File: config.mk
export PLATFORM = sky130hd
export DESIGN_NAME = cia_sp_tx_flat
export DESIGN_NICKNAME = d
export VERILOG_FILES = /design/src/rtl/cia_sp_tx_pkg.sv /design/src/rtl/cia_sp_tx_if.sv /design/src/rtl/cia_sp_tx.sv /design/src/flat_wrapper.sv
export SDC_FILE = /design/constraint.sdc
export NUM_CORES = 1
export LEC_CHECK = 0
export CAP_MARGIN = 40
export CORE_UTILIZATION = 52
export CTS_CLUSTER_DIAMETER = 120
export DETAILED_ROUTE_END_ITERATION = 8
export GPL_ROUTABILITY_DRIVEN = 0
export HOLD_SLACK_MARGIN = 0.02
export PLACE_DENSITY = 0.78
export SYNTH_ARGS = -nofsm -noshare
export SYNTH_HDL_FRONTEND = slang
export SYNTH_SLANG_ARGS = --single-unit
File: constraint.sdc
create_clock -name clk -period 2.15 [get_ports clk]
set_input_delay 0.3225 -clock clk [delete_from_list [all_inputs] [get_ports clk]]
set_output_delay 0.3225 -clock clk [all_outputs]
set_load 0.01 [all_outputs]
File: src/rtl/cia_sp_tx_pkg.sv
// Shared types and constants for the CIA serial port transmitter.
//   sp_state_t   : transmitter FSM state
//   SP_DATA_W    : default bits per frame
//   SP_HALFBITS  : Timer A underflows per frame at the default width
package cia_sp_tx_pkg;

  typedef enum logic {
    SP_IDLE  = 1'b0,
    SP_SHIFT = 1'b1
  } sp_state_t;

  localparam int SP_DATA_W = 8;

  // One CNT half-period per underflow, two half-periods per bit.
  function automatic int sp_halfbits(input int data_w);
    return 2 * data_w;
  endfunction

  localparam int SP_HALFBITS = sp_halfbits(SP_DATA_W);

endpackage

File: src/rtl/cia_sp_tx_if.sv
// CPU/timer side and pad side signals of the serial port transmitter.
//   master : drives phi2_dn, spmode, sdr_we, sdr_i, ta_uf; observes pads/irq/busy
//   slave  : the transmitter itself
interface cia_sp_tx_if #(
  parameter int DATA_W = 8
) ();
  logic              phi2_dn;
  logic              spmode;
  logic              sdr_we;
  logic [DATA_W-1:0] sdr_i;
  logic              ta_uf;
  logic              sp_o;
  logic              sp_oe;
  logic              cnt_o;
  logic              cnt_oe;
  logic              irq_o;
  logic              busy_o;

  modport master (
    output phi2_dn, spmode, sdr_we, sdr_i, ta_uf,
    input  sp_o, sp_oe, cnt_o, cnt_oe, irq_o, busy_o
  );

  modport slave (
    input  phi2_dn, spmode, sdr_we, sdr_i, ta_uf,
    output sp_o, sp_oe, cnt_o, cnt_oe, irq_o, busy_o
  );
endinterface

File: src/rtl/cia_sp_tx.sv
// CIA serial port transmitter (SDR output mode).
// Shifts the byte written to SDR out on SP, MSB first, with CNT as bit clock.
// Each Timer A underflow is one CNT half-period; data changes on falling CNT
// and is stable at rising CNT. A holding register allows back-to-back bytes.
// Ports:
//   clk    : system clock
//   res_n  : asynchronous active-low reset
//   bus    : cia_sp_tx_if.slave (phi2_dn, spmode, sdr_we, sdr_i, ta_uf in;
//            sp_o, sp_oe, cnt_o, cnt_oe, irq_o, busy_o out, all registered)
//
// state    | meaning
// SP_IDLE  | no frame in flight, CNT high, waiting for ta_uf with a pending byte
// SP_SHIFT | frame in flight; halfbit=0 means frame done, reload on next ta_uf
module cia_sp_tx
  import cia_sp_tx_pkg::*;
#(
  parameter int DATA_W = SP_DATA_W
) (
  input  logic         clk,
  input  logic         res_n,
  cia_sp_tx_if.slave   bus
);

  localparam int HALFBITS = sp_halfbits(DATA_W);
  localparam int HB_W     = $clog2(HALFBITS) + 1;

  sp_state_t         state_q, state_d;
  logic [DATA_W-1:0] hold_q, hold_d;
  logic [DATA_W-1:0] shift_q, shift_d;
  logic [HB_W-1:0]   halfbit_q, halfbit_d;
  logic              pending_q, pending_d;
  logic              sp_q, sp_d;
  logic              cnt_q, cnt_d;
  logic              oe_q, oe_d;
  logic              irq_q, irq_d;
  logic              busy_q, busy_d;

  logic ev, wr, uf, load, step, last;

  assign ev   = bus.phi2_dn & bus.spmode;
  assign wr   = ev & bus.sdr_we;
  assign uf   = ev & bus.ta_uf;
  // halfbit_q==0 inside SP_SHIFT marks a finished frame waiting to reload
  assign load = uf & pending_q & ((state_q == SP_IDLE) || (halfbit_q == '0));
  assign step = uf & (state_q == SP_SHIFT) & (halfbit_q != '0);
  assign last = step & (halfbit_q == HB_W'(HALFBITS - 1));

  always_ff @(posedge clk or negedge res_n) begin
    if (!res_n) begin
      state_q   <= SP_IDLE;
      hold_q    <= '0;
      shift_q   <= '0;
      halfbit_q <= '0;
      pending_q <= 1'b0;
      sp_q      <= 1'b1;
      cnt_q     <= 1'b1;
      oe_q      <= 1'b0;
      irq_q     <= 1'b0;
      busy_q    <= 1'b0;
    end else begin
      state_q   <= state_d;
      hold_q    <= hold_d;
      shift_q   <= shift_d;
      halfbit_q <= halfbit_d;
      pending_q <= pending_d;
      sp_q      <= sp_d;
      cnt_q     <= cnt_d;
      oe_q      <= oe_d;
      irq_q     <= irq_d;
      busy_q    <= busy_d;
    end
  end

  always_comb begin
    state_d = state_q;
    if (!bus.spmode) begin
      state_d = SP_IDLE;
    end else if (load) begin
      state_d = SP_SHIFT;
    end else if (last && !pending_q) begin
      state_d = SP_IDLE;
    end
  end

  always_comb begin
    hold_d    = hold_q;
    shift_d   = shift_q;
    halfbit_d = halfbit_q;
    pending_d = pending_q;
    sp_d      = sp_q;
    cnt_d     = cnt_q;
    oe_d      = bus.spmode;
    irq_d     = 1'b0;
    busy_d    = busy_q;

    if (!bus.spmode) begin
      // Abort: release pads to idle levels, drop any queued byte, no irq.
      pending_d = 1'b0;
      halfbit_d = '0;
      sp_d      = 1'b1;
      cnt_d     = 1'b1;
      busy_d    = 1'b0;
    end else begin
      if (load) begin
        shift_d   = hold_q;
        sp_d      = hold_q[DATA_W-1];
        cnt_d     = 1'b0;
        halfbit_d = HB_W'(1);
        pending_d = 1'b0;
        busy_d    = 1'b1;
      end else if (step) begin
        cnt_d     = ~cnt_q;
        halfbit_d = halfbit_q + HB_W'(1);
        if (cnt_q) begin
          shift_d = shift_q << 1;
          sp_d    = shift_q[DATA_W-2];
        end
        if (last) begin
          irq_d     = 1'b1;
          halfbit_d = '0;
          if (!pending_q) begin
            busy_d = 1'b0;
          end
        end
      end
      // A same-event write lands after the load consumed the old hold value.
      if (wr) begin
        hold_d    = bus.sdr_i;
        pending_d = 1'b1;
      end
    end
  end

  assign bus.sp_o   = sp_q;
  assign bus.cnt_o  = cnt_q;
  assign bus.sp_oe  = oe_q;
  assign bus.cnt_oe = oe_q;
  assign bus.irq_o  = irq_q;
  assign bus.busy_o = busy_q;

endmodule

File: src/flat_wrapper.sv
// flat-port wrapper written by rule: the top's interface ports become plain ports
module cia_sp_tx_flat import cia_sp_tx_pkg::*;
#(
  parameter int DATA_W = SP_DATA_W
)
  (clk, res_n, bus_phi2_dn, bus_spmode, bus_sdr_we, bus_sdr_i, bus_ta_uf, bus_sp_o, bus_sp_oe, bus_cnt_o, bus_cnt_oe, bus_irq_o, bus_busy_o);
  cia_sp_tx_if #(.DATA_W(DATA_W)) bus_i ();
  input  logic clk;
  input  logic res_n;
  input wire logic [$bits(bus_i.phi2_dn)-1:0] bus_phi2_dn;
  input wire logic [$bits(bus_i.spmode)-1:0] bus_spmode;
  input wire logic [$bits(bus_i.sdr_we)-1:0] bus_sdr_we;
  input wire logic [$bits(bus_i.sdr_i)-1:0] bus_sdr_i;
  input wire logic [$bits(bus_i.ta_uf)-1:0] bus_ta_uf;
  output wire logic [$bits(bus_i.sp_o)-1:0] bus_sp_o;
  output wire logic [$bits(bus_i.sp_oe)-1:0] bus_sp_oe;
  output wire logic [$bits(bus_i.cnt_o)-1:0] bus_cnt_o;
  output wire logic [$bits(bus_i.cnt_oe)-1:0] bus_cnt_oe;
  output wire logic [$bits(bus_i.irq_o)-1:0] bus_irq_o;
  output wire logic [$bits(bus_i.busy_o)-1:0] bus_busy_o;
  assign bus_i.phi2_dn = bus_phi2_dn;
  assign bus_i.spmode = bus_spmode;
  assign bus_i.sdr_we = bus_sdr_we;
  assign bus_i.sdr_i = bus_sdr_i;
  assign bus_i.ta_uf = bus_ta_uf;
  assign bus_sp_o = bus_i.sp_o;
  assign bus_sp_oe = bus_i.sp_oe;
  assign bus_cnt_o = bus_i.cnt_o;
  assign bus_cnt_oe = bus_i.cnt_oe;
  assign bus_irq_o = bus_i.irq_o;
  assign bus_busy_o = bus_i.busy_o;
  cia_sp_tx #(.DATA_W(DATA_W)) u_core (.clk(clk), .res_n(res_n), .bus(bus_i));
endmodule
== Yosys cells after proc, flatten, opt, wreduce, memory -nomap -nowiden ==
Index checks and enable logic that the tools add are counted.

* Register bits: 27
* Logic and storage cells: 68

* $add $sub $neg: 1
* Eq/ne operators: 7
* Muxes and demuxes: 29
* Bitwise operators: 10
* Reduce and logical (&&, ||, !) cells: 11

{| class="wikitable"
|+ Operators with widths
! cell !! number
|-
| 1-bit two-way mux || 22
|-
| 7-bit two-way mux || 3
|-
| 5-bit two-way mux || 4
|-
| 3-bit by 1-bit inequality test with 1-bit output (second input constant) || 5
|-
| 1-bit bitwise AND || 8
|-
| 3-bit AND reduction || 2
|-
| 5-bit by 1-bit adder with 5-bit output (second input constant) || 1
|-
| 5-bit by 4-bit == test with 1-bit output (second input constant) || 1
|-
| 5-bit zero test || 1
|-
| 5-bit nonzero test || 1
|-
| 2-bit AND reduction || 2
|-
| 2-bit nonzero test || 2
|-
| 3-bit inequality test (second input constant) || 1
|-
| 1-bit inverter || 2
|-
| 1-bit logical AND || 1
|-
| 1-bit zero test || 1
|-
| 1-bit logical OR || 1
|}

== Logic depth before layout (Yosys ltp) ==
Gate-level depths: netlist of the first run.

* Depth in word-level cells: 9
* Gate-level depth with buffers: 7
* Gate-level depth less buffers: 6

== Least setup slack after synthesis of the first run ==
OpenSTA, ideal clock, no wires.

* Path kind: reg-to-reg
* Start: register u_core.halfbit_q[0]
* End: register u_core.halfbit_q[2]
* Setup time: 0.128 ns
* Arrival: 1.543 ns
* Slack: 0.479 ns
* Cell stages (with the launch flop): 7
* Buffers on the path: 0
* Period minus slack after synthesis: 1.671 ns
* Path through: dfrtp_1 inv_1 ha_1 or4b_4 o211a_1 a31oi_1 mux2i_1

* Cells in the longest elaborated chain, start to end: 7
* Elaborated cells on any way between the ends: 13

{| class="wikitable"
|+ Ends and longest elaborated chain
! item !! line !! text
|-
| start, declared || cia_sp_tx.sv:30 || <nowiki>logic [HB_W-1:0] halfbit_q, halfbit_d;</nowiki>
|-
| start signal, assigned || cia_sp_tx.sv:64 || <nowiki>halfbit_q <= halfbit_d;</nowiki>
|-
| parallel branches: the longest is 7 deep, another holds 5-bit by 1-bit adder with 5-bit output || - ||
|}

Several ways; the timed one is not identified. The select of a mux whose other input is x is not followed.
A chain may end at the register's enable or synchronous reset.

== Worst setup path in the final report of the first run ==
Same ends and word-level chain as after synthesis.

==> metrics.md, run 1 <==
| Metric | Value |
|---|---|
| Outcome | finished clean |
| Max-slew violations | 0 |
| Met3 usage | roughly 3.6% |
| Die ar. | ~0.0026 mm2 |
| Synth Flop Type | dfrtp_1 |
| Post-Synthesis Cells | 107 |
| Hold Violations, Final | 0 |
| CTS Buf Count | 3 |
| Peak Freq | 0.546 GHz |
| Post-DP HPWL | 1850 um |
| Root buf cell | clkbuf_4 |
| Synth area leaders | dfrtp_1 49%, mux2_2 7.1%, dfstp_2 4.2%, o22a_1 4.2%, o21a_1 3.6% |
| Number of port buffers | 19 |
| Design area | approximately 0.0015 mm2 |
| DIE WIDTH | between 50 and 60 um |
| Cts hold-fix bufs | 0 |
| DRT antenna net count | 0 |
| CTS H-tree lvls | 1 |
| Synth warn | 0 |
| Sw Pwr | between 0.2 and 0.25 mW |
| Synth top area share | about 49% |
| Layer with the highest usage | met2 |
| Inserted Diodes | 0 |
| Most common library cells after synthesis | 25 x dfrtp_1, 8 x mux2_2, 8 x nand2_1, 7 x inv_1 |
| Clk pin slew, worst setup/hold paths | 140 ps |
| Chip Height | about 50 um |
| CP Class | reg2reg |
| LEAKAGE | 0.666 nW |
| Mapped cell area | approximately 0.0013 mm2 |
| Post-route setup TNS | 0 ps |
| Vias per cell | between 5 and 6 |
| Most frequent cell after synthesis | dfrtp_1 |
| Max FO, Critical Path | 5 |
| Setup crit end kind | flip-flop |
| Asr flop ratio synth | 100% |
| Core area | 0.00225 mm2 |
| EDFF count, synth | 0 |
| First-pass GRT wire length | ~4100 um |
| Remaining DRCs | 0 |
| Adder-Cell Fraction of Synth Area | between 1.5 and 2% |
| Area grow syn2layout | 21.8% |
| Post-Layout Cell Count | 160 |
| Post-layout net count | 149 |
| Hold WC Path Type | in2async |
| Initial antenna violation count | 0 |
| Worst-skew pair later-pin latency | 320 ps |
| Switching share of power | around a quarter |
| Post-placement cell area | 0.00152 mm2 |
| Yosys cell types | 35 |
| FF+latch count, synth | 27 |
| Inst Count DP | 156 |
| DRT Pass-1 Iters | 4 |
| Sequential area share after synthesis | 53.6% |
| Core Util, Final | about two thirds |
| Worst VDD drop | between 500 and 600 uV |
| Max stage delay cell, worst path | or4b_4 |
| MaxCap Viol Count | 0 |
| Met2 usage | a little over a third |
| Final setup viols | 0 |
| Post-cts gate resize count | 0 |
| Cell Int Power | roughly 0.75 mW |
| Hold Slack | 379 ps |
| Routed len/inst | 15.8 um |
| Slowest stage delay, CP | 500 ps |
| Critical path required time | approximately 2400 ps |
| Reg2reg start | u_core.halfbit_q[0] |
| Max transition margin | 69.4% |
| Clk buf depth | 2 |
| Post-Route WL | approximately 2500 um |
| Initial cell density of the core | a little under three fifths |
| Unrepaired setup endpoints after global routing | no |
| Buffer count from post-CTS setup fixing | 0 |
| Crit-path cells | inv_1 > ha_1 > or4b_4 > o211a_1 > a31oi_1 > mux2i_1 |
| Synth Area in Compound Gates | between 15 and 20% |
| CTS Sinks | 27 |
| Flop pwr share | between 60% and 70% |
| Global route overflow | 0 |
| Pwr/cell area | roughly 650 mW/mm2 |
| CP top delay family | simple AND/OR/NAND/NOR gates |
| Number of global-route vias before repair | a little under 1000 |
| Main combinational cell family by area after synthesis | compound AO/OA/AOI/OAI gates |
| Mapped Nets | 123 |
| Std-Cell Rows | 17 |
| Multiplexer share of the synthesized area | under 10% |
| GRT Total Usage | between 20 and 25% |
| Worst-margin pin slew | 458 ps |
| Avg Inst Size Synth | around 12 um2 |
| Yosys top cell by area | dfrtp_1 |
| Simple-gate portion of the synthesized area | between 10% and 20% |
| Worst Setup SP | u_core.halfbit_q[0] |
| Final period utilization | between 80% and 90% |
| TritonCTS clock tree | done |
| CP bufs+invs | 1 |
| Post-Synth XOR/XNOR Area | 0% |
| Tmin final | around 1800 ps |
| Routed vias | ~940 |
| Comb pwr share | 15.6% |
| Startpoint types | flip-flop |
| Crit path DAT | between 2000 and 2500 ps |
| Ports | 20 |
| Layout cells sized above 1 | between 10% and 20% |
| Skew final | 4.98 ps |
| Largest net degree at the start of global routing | 28 |
| Detailed Route Iter0 Violations | 16 |
| Clock share of power | between 20% and 30% |
| Met1 Usage GRT | between 20% and 30% |
-- final timing paths --
check                                      end  depth (start not counted)  slack [ps]
max in group asynchronous     u_core.bus.cnt_o                          2        1470
max                        u_core.halfbit_q[2]                          6         320
min                          u_core.bus.cnt_oe                          2         380
min in group clk             u_core.shift_q[6]                          1         510
max reg2reg                u_core.halfbit_q[2]                          6         320
min reg2reg                  u_core.shift_q[6]                          1         510
-- through the flow --
stage	worst slack [ps]	total power [mW]
global route	218	1.06
detailed placement	310	0.797
CTS	333	1.01
floorplan	479	0.722
global placement	332	0.784
finish	319	0.999
-- cell families after synthesis --
logic type | after synthesis
AO/OA/AOI/OAI | 28
adder cells (fa/ha/maj) | 2
buffers and inverters | 11
flip-flops | 27
multiplexers | 9
AND/OR/NAND/NOR | 30
-- per-layer routing --
layer | wire (um) | up-vias
met4 | 53 | 0
met5 | 0 | -
met2 | 1270 | 29
li1 | - | 446
met1 | 1120 | 454
met3 | 80 | 6
-- area by class of cell --
cell class,count,area [um2]
clock buffers,3,22.5
clock inverters,1,5.00
well taps,28,35.0
multi-input cells,69,541
repair buffers,25,235
inverters,7,26.3
flip-flops and latches,27,678
fillers,184,712
-- power groups by stage --
stage	Combinational (mW)	Clock, mW	Sequential [mW]
finish	0.156	0.214	0.629
global route	0.175	0.245	0.637
CTS	0.159	0.225	0.629
detailed placement	0.158	0	0.639
global placement	0.150	0	0.634
floorplan	0.0950	0	0.627
-- cells in the final DEF, fill, tap and decap left out, types with 2 or more instances in the layout --
cell | netlist | final
mux2_2 | 8 | 8
clkdlybuf4s50_1 | 0 | 19
buf_4 | 1 | 6
nor2_1 | 4 | 4
o22a_1 | 6 | 6
dfstp_2 | 2 | 2
o21a_1 | 6 | 6
ha_1 | 2 | 2
a31oi_1 | 2 | 2
nand3_1 | 6 | 6
dfrtp_1 | 25 | 25
o211a_1 | 3 | 3
clkbuf_4 | 0 | 3
nand4b_1 | 2 | 2
o21ai_0 | 2 | 2
nand2_1 | 8 | 8
inv_1 | 7 | 7
o211ai_1 | 3 | 3
-- flip-flops by register name, indices dropped and copies added, names as in the netlist --
name,cells
u_core.bus.busy_o,1
u_core.bus.cnt_o,1
u_core.bus.cnt_oe,1
u_core.bus.irq_o,1
u_core.bus.sp_o,1
u_core.halfbit_q,5
u_core.hold_q,8
u_core.pending_q,1
u_core.shift_q,7
u_core.state_q,1
(Power assumes the default switching activity.)
==> inputs of run 2 (changes only) <==
--- a/config.mk
+++ b/config.mk
@@ -12,6 +12,7 @@
 export GPL_ROUTABILITY_DRIVEN = 0
 export HOLD_SLACK_MARGIN = 0.02
 export PLACE_DENSITY = 0.78
+export SETUP_SLACK_MARGIN = 0.05
 export SYNTH_ARGS = -nofsm -noshare
 export SYNTH_HDL_FRONTEND = slang
 export SYNTH_SLANG_ARGS = --single-unit
==> results of run 2 <==
The final DEF is identical to that of run 1; final timing and power are the same.
